[config.mk]
export PLATFORM = sky130hd
export DESIGN_NAME = sti_rx_flat
export DESIGN_NICKNAME = d
export VERILOG_FILES = /design/src/rtl/sti_pkg.sv /design/src/rtl/sti_rx_if.sv /design/src/rtl/sti_rx_shifter.sv /design/src/rtl/sti_rx.sv /design/src/flat_wrapper.sv
export SDC_FILE = /design/constraint.sdc
export NUM_CORES = 1
export LEC_CHECK = 0
export ABC_AREA = 1
export ABC_CLOCK_PERIOD_IN_PS = 2950
export CAP_MARGIN = 15
export CORE_AREA = 2 2 82 84
export CTS_BUF_LIST = sky130_fd_sc_hd__clkbuf_8
export CTS_CLUSTER_DIAMETER = 200
export DETAILED_ROUTE_END_ITERATION = 6
export DIE_AREA = 0 0 84 86
export PLACE_DENSITY = 0.87
export SLEW_MARGIN = 10
export SYNTH_ARGS = -nofsm -noshare
export SYNTH_HDL_FRONTEND = slang
export SYNTH_SLANG_ARGS = --single-unit
[constraint.sdc]
create_clock -name clk -period 2.95 [get_ports clk]
set_input_delay 0.295 -clock clk [delete_from_list [all_inputs] [get_ports clk]]
set_output_delay 0.295 -clock clk [all_outputs]
set_load 0.1 [all_outputs]
[src/rtl/sti_pkg.sv]
`default_nettype none
// ============================================================================
// Module      : sti_pkg
// Description : Shared definitions for the STI serial receiver: frame length
//               codes, receiver state encoding and a helper that maps a
//               length code to the index of the last bit of the frame.
// Revision    : 1.0 - initial release
// ============================================================================
package sti_pkg;

  // Frame length codes as carried on cfg_length
  localparam logic [1:0] LEN_8  = 2'b00;
  localparam logic [1:0] LEN_16 = 2'b01;
  localparam logic [1:0] LEN_24 = 2'b10;
  localparam logic [1:0] LEN_32 = 2'b11;

  // Receiver state encoding
  localparam logic [1:0] ST_IDLE = 2'd0;
  localparam logic [1:0] ST_RECV = 2'd1;
  localparam logic [1:0] ST_OUT  = 2'd2;

  typedef enum logic [1:0] {
    IDLE = ST_IDLE,
    RECV = ST_RECV,
    OUT  = ST_OUT
  } sti_state_e;

  // Frame length code -> L-1, the bit-counter preload value
  function automatic logic [4:0] len_to_last(input logic [1:0] code);
    logic [4:0] last;
    case (code)
      LEN_8:   last = 5'd7;
      LEN_16:  last = 5'd15;
      LEN_24:  last = 5'd23;
      default: last = 5'd31;
    endcase
    return last;
  endfunction

endpackage
`default_nettype wire

[src/rtl/sti_rx_if.sv]
`default_nettype none
// ============================================================================
// Module      : sti_rx_if
// Description : Serial-in / parallel-out bundle of the STI receiver.
//               master : drives the serial stream, observes the payload
//               slave  : the receiver (samples si_*, drives po_*)
// Signals     : si_data  - serial bit
//               si_valid - si_data valid this cycle
//               po_data  - reassembled 16-bit payload
//               po_valid - one-cycle payload strobe
// Revision    : 1.0 - initial release
// ============================================================================
interface sti_rx_if;
  logic        si_data;
  logic        si_valid;
  logic [15:0] po_data;
  logic        po_valid;

  modport master (
    output si_data,
    output si_valid,
    input  po_data,
    input  po_valid
  );

  modport slave (
    input  si_data,
    input  si_valid,
    output po_data,
    output po_valid
  );
endinterface
`default_nettype wire

[src/rtl/sti_rx_shifter.sv]
`default_nettype none
// ============================================================================
// Module      : sti_rx_shifter
// Description : 32-bit receive shift register with MSB-first / LSB-first
//               insertion and a down-counting bit counter.
// Ports       : clk, reset   - clock, synchronous active-high reset
//               load         - clear register, preload counter from load_len
//               load_len     - frame length code used at load
//               msb_first    - 1: shift left inserting at bit 0
//                              0: bit n of the frame written to word[n]
//               shift_en     - accept bit_in this cycle
//               bit_in       - serial bit
//               word         - received bits, first bit ends up in word[L-1]
//                              (msb_first) or word[0] (lsb first)
//               done         - counter is zero: the next bit is the last one
// Revision    : 1.0 - initial release
// ============================================================================
module sti_rx_shifter
  import sti_pkg::*;
(
  input  logic        clk,
  input  logic        reset,
  input  logic        load,
  input  logic [1:0]  load_len,
  input  logic        msb_first,
  input  logic        shift_en,
  input  logic        bit_in,
  output logic [31:0] word,
  output logic        done
);

  logic [31:0] sr_q,  sr_d;
  logic [4:0]  cnt_q, cnt_d;
  logic [4:0]  idx_q, idx_d;   // bits received so far, LSB-first write index

  always_comb begin
    sr_d  = sr_q;
    cnt_d = cnt_q;
    idx_d = idx_q;
    if (load) begin
      sr_d  = '0;
      cnt_d = len_to_last(load_len);
      idx_d = '0;
    end else if (shift_en) begin
      if (msb_first) begin
        sr_d = {sr_q[30:0], bit_in};
      end else begin
        sr_d[idx_q] = bit_in;
      end
      // Counter parks at zero once the last bit is taken
      if (cnt_q != 5'd0) begin
        cnt_d = cnt_q - 5'd1;
      end
      idx_d = idx_q + 5'd1;
    end
  end

  always_ff @(posedge clk) begin
    if (reset) begin
      sr_q  <= '0;
      cnt_q <= '0;
      idx_q <= '0;
    end else begin
      sr_q  <= sr_d;
      cnt_q <= cnt_d;
      idx_q <= idx_d;
    end
  end

  assign word = sr_q;
  assign done = (cnt_q == 5'd0);

endmodule
`default_nettype wire

[src/rtl/sti_rx.sv]
`default_nettype none
// ============================================================================
// Module      : sti_rx
// Description : STI serial-to-parallel receiver. Rebuilds a 16-bit payload
//               from 8/16/24/32-bit frames in either bit order and emits it
//               with a single-cycle po_valid strobe.
// Parameters  : TIMEOUT - idle cycles allowed mid-frame before abort (0: off)
// Ports       : clk, reset    - clock, synchronous active-high reset
//               cfg_load      - latch cfg_* and start a frame (IDLE only)
//               cfg_length    - 00=8, 01=16, 10=24, 11=32 bits
//               cfg_fill      - 24/32-bit: 1 payload in upper 16 bits
//               cfg_msb       - 1: first bit is word MSB
//               cfg_low       - 8-bit: 1 byte goes to po_data[15:8]
//               sif (slave)   - si_data/si_valid in, po_data/po_valid out
//               busy          - frame in progress (RECV or OUT)
//               stray_err     - pulse: si_valid outside RECV, bit dropped
//               timeout_err   - pulse: frame aborted by idle timeout
//               fill_err      - (STI_RX_FILL_CHECK_EN only) pulse with
//                               po_valid when a discarded bit is nonzero
// Options     : `define STI_RX_FILL_CHECK_EN adds the fill_err output
// Revision    : 1.0 - initial release
// ============================================================================
module sti_rx
  import sti_pkg::*;
#(
  parameter int TIMEOUT = 64
) (
  input  logic       clk,
  input  logic       reset,
  input  logic       cfg_load,
  input  logic [1:0] cfg_length,
  input  logic       cfg_fill,
  input  logic       cfg_msb,
  input  logic       cfg_low,
  sti_rx_if.slave    sif,
  output logic       busy,
  output logic       stray_err,
  output logic       timeout_err
`ifdef STI_RX_FILL_CHECK_EN
  ,
  output logic       fill_err
`endif
);

  logic [1:0]  state_q,       state_d;
  logic [1:0]  cfg_length_q,  cfg_length_d;
  logic        cfg_fill_q,    cfg_fill_d;
  logic        cfg_msb_q,     cfg_msb_d;
  logic        cfg_low_q,     cfg_low_d;
  logic [15:0] po_data_q,     po_data_d;
  logic        po_valid_q,    po_valid_d;
  logic        stray_err_q,   stray_err_d;
  logic        timeout_err_q, timeout_err_d;

  logic        w_sh_load;
  logic        w_sh_shift;
  logic [31:0] w_word;
  logic        w_last_bit;
  logic        w_timeout_hit;
  logic [15:0] w_payload;

  // --------------------------------------------------------------------------
  // Shift register / bit counter
  // --------------------------------------------------------------------------
  // The counter is preloaded straight from cfg_length because the config
  // registers only update on the same edge as the load.
  sti_rx_shifter u_shifter (
    .clk       (clk),
    .reset     (reset),
    .load      (w_sh_load),
    .load_len  (cfg_length),
    .msb_first (cfg_msb_q),
    .shift_en  (w_sh_shift),
    .bit_in    (sif.si_data),
    .word      (w_word),
    .done      (w_last_bit)
  );

  // --------------------------------------------------------------------------
  // Idle (gap) timeout
  // --------------------------------------------------------------------------
  generate
    if (TIMEOUT > 0) begin : g_timeout
      localparam int IW = $clog2(TIMEOUT + 1);
      logic [IW-1:0] idle_cnt_q, idle_cnt_d;

      // Counts consecutive RECV cycles without si_valid; any valid bit or
      // leaving RECV clears it.
      always_comb begin
        idle_cnt_d = '0;
        if (state_q == ST_RECV && !sif.si_valid) begin
          idle_cnt_d = idle_cnt_q + 1'b1;
        end
      end

      always_ff @(posedge clk) begin
        if (reset) begin
          idle_cnt_q <= '0;
        end else begin
          idle_cnt_q <= idle_cnt_d;
        end
      end

      // Fires on the TIMEOUT-th consecutive idle cycle
      assign w_timeout_hit = (state_q == ST_RECV) && !sif.si_valid &&
                             (idle_cnt_q == IW'(TIMEOUT - 1));
    end else begin : g_no_timeout
      assign w_timeout_hit = 1'b0;
    end
  endgenerate

  // --------------------------------------------------------------------------
  // Payload extraction from the received word
  // --------------------------------------------------------------------------
  always_comb begin
    w_payload = w_word[15:0];
    case (cfg_length_q)
      LEN_8:   w_payload = cfg_low_q  ? {w_word[7:0], 8'h00} : {8'h00, w_word[7:0]};
      LEN_16:  w_payload = w_word[15:0];
      LEN_24:  w_payload = cfg_fill_q ? w_word[23:8]  : w_word[15:0];
      default: w_payload = cfg_fill_q ? w_word[31:16] : w_word[15:0];
    endcase
  end

  // --------------------------------------------------------------------------
  // Control FSM
  // --------------------------------------------------------------------------
  always_comb begin
    state_d       = state_q;
    cfg_length_d  = cfg_length_q;
    cfg_fill_d    = cfg_fill_q;
    cfg_msb_d     = cfg_msb_q;
    cfg_low_d     = cfg_low_q;
    po_data_d     = po_data_q;
    po_valid_d    = 1'b0;
    stray_err_d   = 1'b0;
    timeout_err_d = 1'b0;
    w_sh_load     = 1'b0;
    w_sh_shift    = 1'b0;

    case (state_q)
      ST_IDLE: begin
        // A bit arriving here has no frame to land in, even alongside
        // cfg_load, since the shifter is being cleared on this edge.
        stray_err_d = sif.si_valid;
        if (cfg_load) begin
          cfg_length_d = cfg_length;
          cfg_fill_d   = cfg_fill;
          cfg_msb_d    = cfg_msb;
          cfg_low_d    = cfg_low;
          w_sh_load    = 1'b1;
          state_d      = ST_RECV;
        end
      end

      ST_RECV: begin
        if (sif.si_valid) begin
          w_sh_shift = 1'b1;
          if (w_last_bit) begin
            state_d = ST_OUT;
          end
        end else if (w_timeout_hit) begin
          timeout_err_d = 1'b1;
          state_d       = ST_IDLE;
        end
      end

      ST_OUT: begin
        stray_err_d = sif.si_valid;
        po_data_d   = w_payload;
        po_valid_d  = 1'b1;
        state_d     = ST_IDLE;
      end

      default: begin
        state_d = ST_IDLE;
      end
    endcase
  end

  always_ff @(posedge clk) begin
    if (reset) begin
      state_q       <= ST_IDLE;
      cfg_length_q  <= '0;
      cfg_fill_q    <= 1'b0;
      cfg_msb_q     <= 1'b0;
      cfg_low_q     <= 1'b0;
      po_data_q     <= '0;
      po_valid_q    <= 1'b0;
      stray_err_q   <= 1'b0;
      timeout_err_q <= 1'b0;
    end else begin
      state_q       <= state_d;
      cfg_length_q  <= cfg_length_d;
      cfg_fill_q    <= cfg_fill_d;
      cfg_msb_q     <= cfg_msb_d;
      cfg_low_q     <= cfg_low_d;
      po_data_q     <= po_data_d;
      po_valid_q    <= po_valid_d;
      stray_err_q   <= stray_err_d;
      timeout_err_q <= timeout_err_d;
    end
  end

  // --------------------------------------------------------------------------
  // Optional fill-bit check
  // --------------------------------------------------------------------------
`ifdef STI_RX_FILL_CHECK_EN
  logic fill_err_q, fill_err_d;
  logic w_fill_bad;

  always_comb begin
    w_fill_bad = 1'b0;
    case (cfg_length_q)
      LEN_24:  w_fill_bad = cfg_fill_q ? (|w_word[7:0])  : (|w_word[23:16]);
      LEN_32:  w_fill_bad = cfg_fill_q ? (|w_word[15:0]) : (|w_word[31:16]);
      default: w_fill_bad = 1'b0;
    endcase
    fill_err_d = (state_q == ST_OUT) && w_fill_bad;
  end

  always_ff @(posedge clk) begin
    if (reset) begin
      fill_err_q <= 1'b0;
    end else begin
      fill_err_q <= fill_err_d;
    end
  end

  assign fill_err = fill_err_q;
`endif

  // --------------------------------------------------------------------------
  // Outputs
  // --------------------------------------------------------------------------
  assign sif.po_data  = po_data_q;
  assign sif.po_valid = po_valid_q;
  assign busy         = (state_q == ST_RECV) || (state_q == ST_OUT);
  assign stray_err    = stray_err_q;
  assign timeout_err  = timeout_err_q;

endmodule
`default_nettype wire

[src/flat_wrapper.sv]
// flat-port wrapper written by rule: the top's interface ports become plain ports
module sti_rx_flat import sti_pkg::*;
#(
  parameter int TIMEOUT = 64
)
  (clk, reset, cfg_load, cfg_length, cfg_fill, cfg_msb, cfg_low, busy, stray_err, timeout_err, sif_si_data, sif_si_valid, sif_po_data, sif_po_valid);
  sti_rx_if sif_i ();
  input  logic clk;
  input  logic reset;
  input  logic cfg_load;
  input  logic [1:0] cfg_length;
  input  logic cfg_fill;
  input  logic cfg_msb;
  input  logic cfg_low;
  output logic busy;
  output logic stray_err;
  output logic timeout_err;
  input wire logic [$bits(sif_i.si_data)-1:0] sif_si_data;
  input wire logic [$bits(sif_i.si_valid)-1:0] sif_si_valid;
  output wire logic [$bits(sif_i.po_data)-1:0] sif_po_data;
  output wire logic [$bits(sif_i.po_valid)-1:0] sif_po_valid;
  assign sif_i.si_data = sif_si_data;
  assign sif_i.si_valid = sif_si_valid;
  assign sif_po_data = sif_i.po_data;
  assign sif_po_valid = sif_i.po_valid;
  sti_rx #(.TIMEOUT(TIMEOUT)) u_core (.clk(clk), .reset(reset), .cfg_load(cfg_load), .cfg_length(cfg_length), .cfg_fill(cfg_fill), .cfg_msb(cfg_msb), .cfg_low(cfg_low), .sif(sif_i), .busy(busy), .stray_err(stray_err), .timeout_err(timeout_err));
endmodule
======== Word level (Yosys, flattened, before mapping) ========
Cells that the tools add are included.
operators by class
  $add $sub $neg .......................... 3
  $lt $le $gt $ge ......................... 2
  eq/ne operators ......................... 10
  mux-type cells .......................... 23
  bitwise logic cells ..................... 3
  reductions and logical operators ........ 20
operators by type and width
  cell                 count
  $mux 16              3
  $pmux 16 s3          1
  $bwmux 32            1
  $mux 32              1
  $mux 5               3
  $pmux 5 s3           1
  $mux 2               4
  $reduce_or 2->1      4
  $add 7x1->7 const B  1
  $eq 7x6->1 const B   1
  $mux 1               7
  $eq 2x1->1 const B   3
  $eq 2x2->1 const B   3
  $logic_not 2->1      3
  $lt 5x6->1 const B   1
  $add 5x1->5 const B  1
  $demux 1 s5          1
  $ge 5x1->1 const B   1
  $logic_not 5->1      1
  $reduce_bool 5->1    1
  $sub 5x1->5 const B  1
  $pmux 2 s2           1
  $reduce_and 2->1     2
  $reduce_bool 2->1    2
  9 further kinds      13
storage, ports and cells
  flip-flop bits (word level) ............. 75
  output and inout port bits .............. 20
  word-level logic and storage cells ...... 74

======== Depth between registers and ports, before layout ========
Gate-level depths: netlist (run 1).
  depth after elaboration ................. 6
  depth in mapped cells ................... 10
  depth with buffers taken out ............ 9

======== By module ========
From an unflattened synthesis (run 1), not the netlist that was laid out.
unflattened totals
  cells, all modules ...................... 636
  area, all modules ....................... 4266.6 sq um
by module, submodules not included
  module          times used  cells an instance  area an instance (sq um)
  sti_rx_shifter  1           318                2195.9
  sti_rx          1           318                2070.7

======== Worst setup path before layout (run 1) ========
Ideal clock, no wire load.
  kind .................................... register -> output
  from .................................... register u_core.state_q[1]
  to ...................................... output port busy
  arrival ................................. 1232 ps
  data required time ...................... 2655 ps
  slack ................................... 1423 ps
  stages on the path, launching flop included .. 3
  path buffers ............................ 0
  cell sequence ........................... dfxtp_1 > inv_1 > ha_1
on the way
  longest elaborated chain between the ends .. 2
  elaborated cells between the ends (all ways) .. 3
  classes of those cells .................. eq/ne: 2; reduce/logical: 1
RTL lines
  element                                          RTL line            RTL
  from (decl)                                      sti_rx.sv:45        logic [1:0] state_q, state_d;
  from (signal assigned)                           sti_rx.sv:193       state_q <= state_d;
  $eq 2x1->1 / $eq 2x2->1 (equally long branches)  sti_rx.sv:238       assign busy = (state_q == ST_RECV) || (state_q == ST_OUT);
  $logic_or 1x1->1 (*)                             sti_rx.sv:238
  to (decl)                                        flat_wrapper.sv:15  output logic busy;
Every way passes the cells marked *; elsewhere a longest branch is shown, timed or not.

======== Final worst setup path (run 1) ========
  from .................................... register u_core.state_q[0]
  to ...................................... register u_core.u_shifter.sr_q[17] (netlist: u_core.u_shifter.word[17])
on the way
  longest elaborated chain between the ends .. 3
  elaborated cells between the ends (all ways) .. 5
  classes of those cells .................. eq/ne: 1; mux: 2; reduce/logical: 2
RTL lines
  element                    RTL line              RTL
  $logic_not 2->1            sti_rx.sv:141         case (state_q)
  $mux 1                     sti_rx.sv:141
  $reduce_or 2->1 (no line)  --
  to (signal assigned)       sti_rx_shifter.sv:64  sr_q <= sr_d;
  to (decl)                  sti_rx_shifter.sv:32  logic [31:0] sr_q, sr_d;
Parallel ways exist; a longest one is shown, timed or not.
A chain may end at the register's enable or synchronous reset.

==> PnR_summary.wiki, run 1 <==
{| class="wikitable"
! Metric !! Value
|-
| Outcome || complete, no violations
|-
| Capture point of the worst reg-to-reg path || u_core.u_shifter.word[17]
|-
| Cell area after placement || between 0.004 and 0.005 sq mm
|-
| Detailed Route Iter0 Violations || ~370
|-
| Mux share of post-synthesis cell area || 0%
|-
| Final-layout worst hold slack || roughly 0.47 ns
|-
| Share of Yosys cell area claimed by the top area cell type || around 37%
|-
| Capturing instance or port of the critical path || u_core.u_shifter.word[17]
|-
| Overall global routing resource usage || between 30% and 40%
|-
| Final TNS setup || 0 ns
|-
| Vias per cell || between 5 and 6
|-
| Cell area after technology mapping || approximately 0.0041 sq mm
|-
| Post-synthesis sequential element count || 75
|-
| Standard-cell row count || 29
|-
| R2r worst-path depth || 8
|-
| Maximum fanout along the worst path || 28
|-
| Crit path kind || reg2reg
|-
| Origin of the worst setup path || u_core.state_q[0]
|-
| CP max stage cell || nor2_4
|-
| # Max-Cap Violations || 0
|-
| Filler cell count || 558
|-
| Most instantiated flip-flop cell in the synthesis netlist || dfxtp_1
|-
| Die outline height || approximately 86 um
|-
| Number of clock sinks || 75
|-
| Actual transition at the worst max-transition pin || roughly 0.96 ns
|-
| Worst-case clock skew || between 0.004 and 0.005 ns
|-
| Post-route DRC violation count || 0
|-
| Placed wire-length estimate after detailed placement || ~7300 um
|-
| Period utilisation layout || about three quarters
|-
| Post-Synthesis Mean Instance Area || 6.38 sq um
|-
| Adder-Cell Fraction of Synth Area || ~3%
|-
| Met3 Usage GRT || between 6 and 7%
|-
| Vias || ~4.3k
|-
| Overflow after GRT || 0
|-
| Layout Cells excl Fill || 742
|-
| Class of the worst hold path || reg2reg
|-
| Post-synthesis sequential area ratio || 36.5%
|-
| Area fraction in compound gates after synthesis || ~18%
|-
| Starting density of the core || between 60% and 70%
|-
| Worst relative slew slack || 35.9%
|-
| Setup repair after global routing missed its margin || false
|-
| EDFF count, synth || 0
|-
| IR Drop Worst-Case VDD || around 0.36 mV
|-
| DP Cell Count || 726
|-
| Routed wirelength normalized by instance count || 14.2 um
|-
| Total Die Area || roughly 0.0072 sq mm
|-
| Final Cell Area || between 0.004 and 0.005 sq mm
|-
| Final WL || around 11000 um
|-
| Crit path cell chain || inv_1 -> ha_1 -> nand2_1 -> inv_1 -> nor2_4 -> buf_4 -> nand2_1 -> nor2_1
|-
| Ys async rst share || 0%
|-
| GR met2 Demand/Resource || ~49%
|-
| Final setup vio count || 0
|-
| Share of cells above drive strength 1 || 7.67%
|-
| Minimum setup slack among reg-to-reg paths || 0.78 ns
|-
| Most utilized layer in the global route result || met2
|-
| Final number of hold-violating endpoints || 0
|-
| Global-route wire length before repair || between 15000 and 20000 um
|-
| I/O Buffers || 29
|-
| Commonest cells post-synth || 174 x nand2_1, 75 x dfxtp_1, 71 x nor2_1, 69 x inv_1, 67 x a21oi_1
|-
| Count of boundary I/O pins || 30
|-
| Pwr Total || 2560 uW
|-
| Synth unique cells || 31
|-
| Basic-gate share of the synthesized area counting and, or, nand and nor cells || 32.2%
|-
| Detailed-router iteration count before antenna repair || 6
|-
| Total nets after synthesis || between 600 and 700
|-
| Area contributors post-synth || dfxtp_1 37%, nand2_1 16%, a21oi_1 8.2%, o21ai_0 7.2%, nor2_1 6.5%
|-
| Leakage dissipation || about 0.0020 uW
|-
| Timing-limited maximum frequency || roughly 0.46 GHz
|-
| Cell with the most instances after synthesis || nand2_1
|-
| XOR/XNOR share of the synthesized area || less than 1%
|-
| RR Startpoint || u_core.state_q[0]
|-
| Delay contributed by the slowest stage of the critical path || between 0.4 and 0.5 ns
|-
| Required arrival time at the worst endpoint || about 3.2 ns
|-
| Cells after synthesis || around 640
|-
| TritonCTS buffer count || 9
|-
| CTS root buf || clkbuf_8
|-
| TritonCTS clock tree || yes
|-
| P&R area growth vs syn || 10.6%
|-
| Post-CTS Resized || 0
|-
| Clk_lat worst skew || ~0.36 ns
|-
| Crit path DAT || roughly 2.5 ns
|-
| Vias in the first global route || slightly below 4k
|-
| Antenna violations before repair || 0
|-
| Number of nets in the final layout || between 600 and 700
|-
| Antenna Cells || 0
|-
| Die W || 84 um
|-
| Worst Setup Start Kind || flip-flop
|-
| Buffer depth of the longest clock path || 2
|-
| Number of warnings printed during yosys synthesis || 0
|-
| Post-layout min period || between 2 and 2.5 ns
|-
| Largest net degree at the start of global routing || 32
|-
| Gp weighted congestion || around 0.86
|-
| Number of max-slew violations in the final report || 0
|-
| CP endpoint kind || flip-flop
|-
| Core Region || 0.00628 sq mm
|-
| Number of buffers added to fix hold violations after cts || 0
|-
| Post-CTS setup repair buffer count || 0
|-
| H-tree Lvls || 3
|-
| Number of nets with antenna violations after routing || 0
|-
| Ratio of total power to cell area || 564 mW/mm^2
|-
| Top cell type by total area after synthesis || dfxtp_1
|-
| Main combinational cell family by area after synthesis || simple AND/OR/NAND/NOR gates
|-
| Post-CTS clock slew at the launch and capture registers of the worst setup and hold paths || 0.08 ns
|-
| Grt met1 use || between 40% and 50%
|}
==> registers in the layout (all words and copies together) (netlist names) <==
name and cells:
u_core.u_shifter.cnt_q 5, u_core.u_shifter.idx_q 5, u_core.u_shifter.word 32, u_core.stray_err 1, u_core.g_timeout.idle_cnt_q 7, u_core.cfg_msb_q 1, u_core.timeout_err 1, u_core.sif.po_data 16
u_core.cfg_fill_q 1, u_core.cfg_length_q 2, u_core.cfg_low_q 1, u_core.sif.po_valid 1, u_core.state_q 2
==> layer usage <==
metal  up-vias  wire length [um]
met3        33              1020
met2       239              4800
li1       2103                 -
met4         0               293
met5         -                 0
met1      1893              4450
==> stage by stage <==
step                utilization [%]  setup slack (ns)
floorplan                         -              1.42
global placement               69.0             0.887
detailed placement             69.0             0.802
CTS                            72.4             0.806
global route                   72.4             0.566
finish                         72.4             0.781
==> worst min path at each step <==
stage	start	endpoint	slack, ns	depth (start not counted)
3_5_place_dp	u_core.g_timeout.idle_cnt_q[0]	u_core.g_timeout.idle_cnt_q[0]	0.46	1
6_report	u_core.sif.po_data[12]	u_core.sif.po_data[12]	0.47	2
4_1_cts	u_core.sif.po_data[12]	u_core.sif.po_data[12]	0.47	2
3_3_place_gp	u_core.g_timeout.idle_cnt_q[0]	u_core.g_timeout.idle_cnt_q[0]	0.44	1
5_1_grt	u_core.g_timeout.idle_cnt_q[0]	u_core.g_timeout.idle_cnt_q[0]	0.48	1
2_1_floorplan	reset	u_core.cfg_length_q[0]	0.41	1
==> critical path: cells and delay by family (launching register included) <==
family                   cells  cell delay, ns
adder cells (fa/ha/maj)      1            0.24
buffers and inverters        3            0.55
flip-flops                   1            0.36
AND/OR/NAND/NOR              4            0.94
==> report_power, final <==
| group | switching (uW) | internal (uW) | total (uW) | leakage (uW) |
|---|---|---|---|---|
| sequential | 73.4 | 1070 | 1140 | 0.000608 |
| clock | 401 | 472 | 873 | 0.000101 |
| combinational | 398 | 154 | 552 | 0.00128 |
==> logic make-up (layout without fill, tap and decap cells) <==
logic type               count (synthesis)  count (layout)
AND/OR/NAND/NOR                        318             318
adder cells (fa/ha/maj)                 10              10
buffers and inverters                  100             121
flip-flops                              75              75
XOR/XNOR                                 1               1
AO/OA/AOI/OAI                          140             140
==> cells in the final DEF, fill, tap and decap left out, types with 3 or more instances in the layout <==
cell	n
inv_1	69
a21oi_1	67
dfxtp_1	75
nand4_1	4
ha_1	10
nand3_1	49
clkbuf_8	9
buf_4	21
o211ai_1	7
o21ai_1	4
nor3_1	7
nor2_1	71
clkinvlp_4	3
o21ai_0	59
nand2_1	174
clkdlybuf4s50_1	12
nor2_2	6
==> area by class of cell <==
| class | count | area, sq um | share of cell area [%] |
|---|---|---|---|
| Multi-Input combinational cell | 469 | 2180 | 48.0 |
| Sequential cell | 75 | 1500 | 33.0 |
| Timing Repair Buffer | 33 | 278 | 6.11 |
| Inverter | 72 | 270 | 5.95 |
| Clock buffer | 9 | 124 | 2.73 |
| Tap cell | 77 | 96.3 | 2.12 |
| Clock inverter | 7 | 92.6 | 2.04 |
(Power assumes the default switching activity.)
==> inputs of run 2 (changes only) <==
Settings changed: ABC_CLOCK_PERIOD_IN_PS 2950 to 2100, CORE_AREA 2 2 82 84 to 2 2 86 88, DIE_AREA 0 0 84 86 to 0 0 88 90, PLACE_DENSITY 0.87 to 0.8.
Clock period 2.95 ns to 2.1 ns, I/O delays scaled along.
==> run 2 against run 1 <==
Effect of this change: highest routed layer unchanged; final area increased by 1.9%; combinational power increased by 47%; worst hold slack got worse by 0.0031 ns; largest power group unchanged; total power increased by 42%; clock skew increased by 0.0079 ns; non-clock buffer count increased by 6; register-to-register slack got worse by 0.35 ns.
==> PnR_summary.wiki, run 2 (synthesis gave the netlist of run 1 again) <==
{| class="wikitable"
! Metric !! Value
|-
| Layout Cells excl Fill || 770 (+3.8%)
|-
| Total Die Area || 0.00792 sq mm (+9.6%)
|-
| Vias in the first global route || 3657 (-6.1%)
|-
| Count of boundary I/O pins || 30 (unchanged)
|-
| Required arrival time at the worst endpoint || 2.34 ns (-0.90 ns)
|-
| Post-CTS clock slew at the launch and capture registers of the worst setup and hold paths || 0.08 ns (about the same)
|-
| I/O Buffers || 29 (unchanged)
|-
| P&R area growth vs syn || 12.7%
|-
| Core utilization of the finished layout || 66.0% (-6.4 points)
|-
| Leakage dissipation || 0.00203 uW (+2.4%)
|-
| H-tree Lvls || 3 (unchanged)
|-
| Final setup vio count || 0 (unchanged)
|-
| TritonCTS buffer count || 9 (unchanged)
|-
| Number of max-slew violations in the final report || 0 (unchanged)
|-
| Detailed-router iteration count before antenna repair || 5 (-1)
|-
| Post-route DRC violation count || 0 (unchanged)
|-
| Post-CTS Resized || 0 (unchanged)
|-
| # Max-Cap Violations || 0 (unchanged)
|-
| Worst-case clock skew || 0.0128 ns (+0.00792 ns)
|-
| Global-route wire length before repair || 16900 um (-6.1%)
|-
| Number of clock sinks || 75 (unchanged)
|-
| DP Cell Count || 754 (+3.9%)
|-
| Routed wirelength normalized by instance count || 12.9 um (-9.1%)
|-
| Worst relative slew slack || 43.9% (+7.9 points)
|-
| Flip-flop count of the largest register, all copies and words added || 32 (unchanged)
|-
| Worst Setup Start Kind || flip-flop
|-
| CP endpoint kind || flip-flop
|-
| Commonest non-fill, non-tap cell in the layout || nand2_1
|-
| Count of buffering cells on the critical path with inverters included || 4 (+1)
|-
| Antenna Cells || 0 (unchanged)
|-
| Ratio of total power to cell area || 786 mW/mm^2 (+39%)
|-
| CTS root buf || clkbuf_8
|-
| Vias per cell || 5.41 (-5.9%)
|-
| Core Region || 0.00702 sq mm (+12%)
|-
| Post-CTS setup repair buffer count || 0 (unchanged)
|-
| Crit path DAT || 1.92 ns (-0.54 ns)
|-
| Timing-limited maximum frequency || 0.598 GHz (+30%)
|-
| Antenna violations before repair || 0 (unchanged)
|-
| Clk_lat worst skew || 0.35 ns (about the same)
|-
| IR Drop Worst-Case VDD || 0.601 mV (+67%)
|-
| Gp weighted congestion || 0.899 (+4.2%)
|-
| Standard-cell row count || 31 (+6.9%)
|-
| Setup repair after global routing missed its margin || false
|-
| Actual transition at the worst max-transition pin || 0.841 ns (-0.117 ns)
|-
| Top library cells by usage in the layout, fill and taps aside || 174 x nand2_1, 75 x dfxtp_1, 71 x nor2_1
|-
| Final TNS setup || 0 ns (unchanged)
|-
| Share of cells above drive strength 1 || 8.94% (+1.3 points)
|-
| Starting density of the core || 58.5% (-6.9 points)
|-
| Overall global routing resource usage || 26.4% (-4.3 points)
|-
| Number of nets with antenna violations after routing || 0 (unchanged)
|-
| Crit path kind || reg2reg
|-
| Post-layout min period || 1.67 ns (-0.498 ns)
|-
| Outcome || complete, no violations
|-
| Detailed Route Iter0 Violations || 338 (-9.6%)
|-
| Placed wire-length estimate after detailed placement || 7210 um (-1.1%)
|-
| Vias || 4167 (-2.4%)
|-
| Final WL || 9970 um (-5.6%)
|-
| Filler cell count || 638 (+14%)
|-
| Minimum setup slack among reg-to-reg paths || 0.43 ns (-0.35 ns)
|-
| Buffer depth of the longest clock path || 2 (unchanged)
|-
| Class of the worst hold path || reg2reg
|-
| Number of nets in the final layout || 686 (+0.88%)
|-
| Delay contributed by the slowest stage of the critical path || 0.33 ns (-0.16 ns)
|-
| CP max stage cell || dfxtp_1
|-
| Die outline height || 90 um (+4.7%)
|-
| Crit path cell chain || inv_1 -> ha_1 -> nand2_4 -> nor2_2 -> buf_4 -> inv_2 -> o21ai_1 -> inv_1 -> nor2_1 -> nor2_1
|-
| Period utilisation layout || 79.6% (+6.1 points)
|-
| Die W || 88 um (+4.8%)
|-
| Overflow after GRT || 0 (unchanged)
|-
| Final number of hold-violating endpoints || 0 (unchanged)
|-
| Crit-path leading delay family || buffers and inverters
|-
| TritonCTS clock tree || yes
|-
| Number of buffers added to fix hold violations after cts || 0 (unchanged)
|-
| Largest net degree at the start of global routing || 37 (+16%)
|-
| Maximum fanout along the worst path || 30 (+7.1%)
|}
## run 2: path summary, 6_finish.rpt
path	startpoint	endpoint	depth (start not counted)
hold reg to reg	u_core.sif.po_data[3]	u_core.sif.po_data[3]	2
hold / removal	u_core.sif.po_data[3]	u_core.sif.po_data[3]	2
setup / recovery	u_core.state_q[1]	u_core.u_shifter.word[3]	10
setup reg to reg	u_core.state_q[1]	u_core.u_shifter.word[3]	10
## run 2: area by class of cell
class	count	area (sq um)	area share, %
repair buffers	39	328	7.08
inverters	72	270	5.83
flip-flops and latches	75	1500	32.4
clock buffers	10	138	2.97
multi-input cells	469	2180	47.1
clock inverters	6	88.8	1.92
well taps	99	124	2.67
## run 2: stage by stage
stage | total power [uW] | worst slack [ns] | area, sq um | hold WS [ns]
6_report | 3640 | 0.428 | 4630 | 0.465
5_1_grt | 3830 | 0.256 | 4630 | 0.481
4_1_cts | 3640 | 0.439 | 4630 | 0.468
3_5_place_dp | 2400 | 0.294 | 4410 | 0.455
3_3_place_gp | 2380 | 0.324 | 4410 | 0.443
2_1_floorplan | 2220 | 0.658 | 4110 | 0.324
## run 2: power by group
part / switching, uW / internal, uW
logic: 572 / 238
clock network: 555 / 701
registers: 76.3 / 1500
## run 2: metal layers
layer	wire length [um]	share of wire (%)	track usage, %	up-vias
met1	4720	47	37.8	1884
met3	636	6.4	3.31	10
li1	-	-	-	2113
met4	113	1.1	8.33	0
met5	0	0	0	-
met2	4500	45	41.2	160
## run 2: worst register-to-register path, delay by kind of cell, from the launching register on
family,cells,cell delay (ns)
flops,1,0.33
buf+inv,4,0.56
simple gates,4,0.35
compound gates,1,0.11
fa+ha+maj,1,0.22
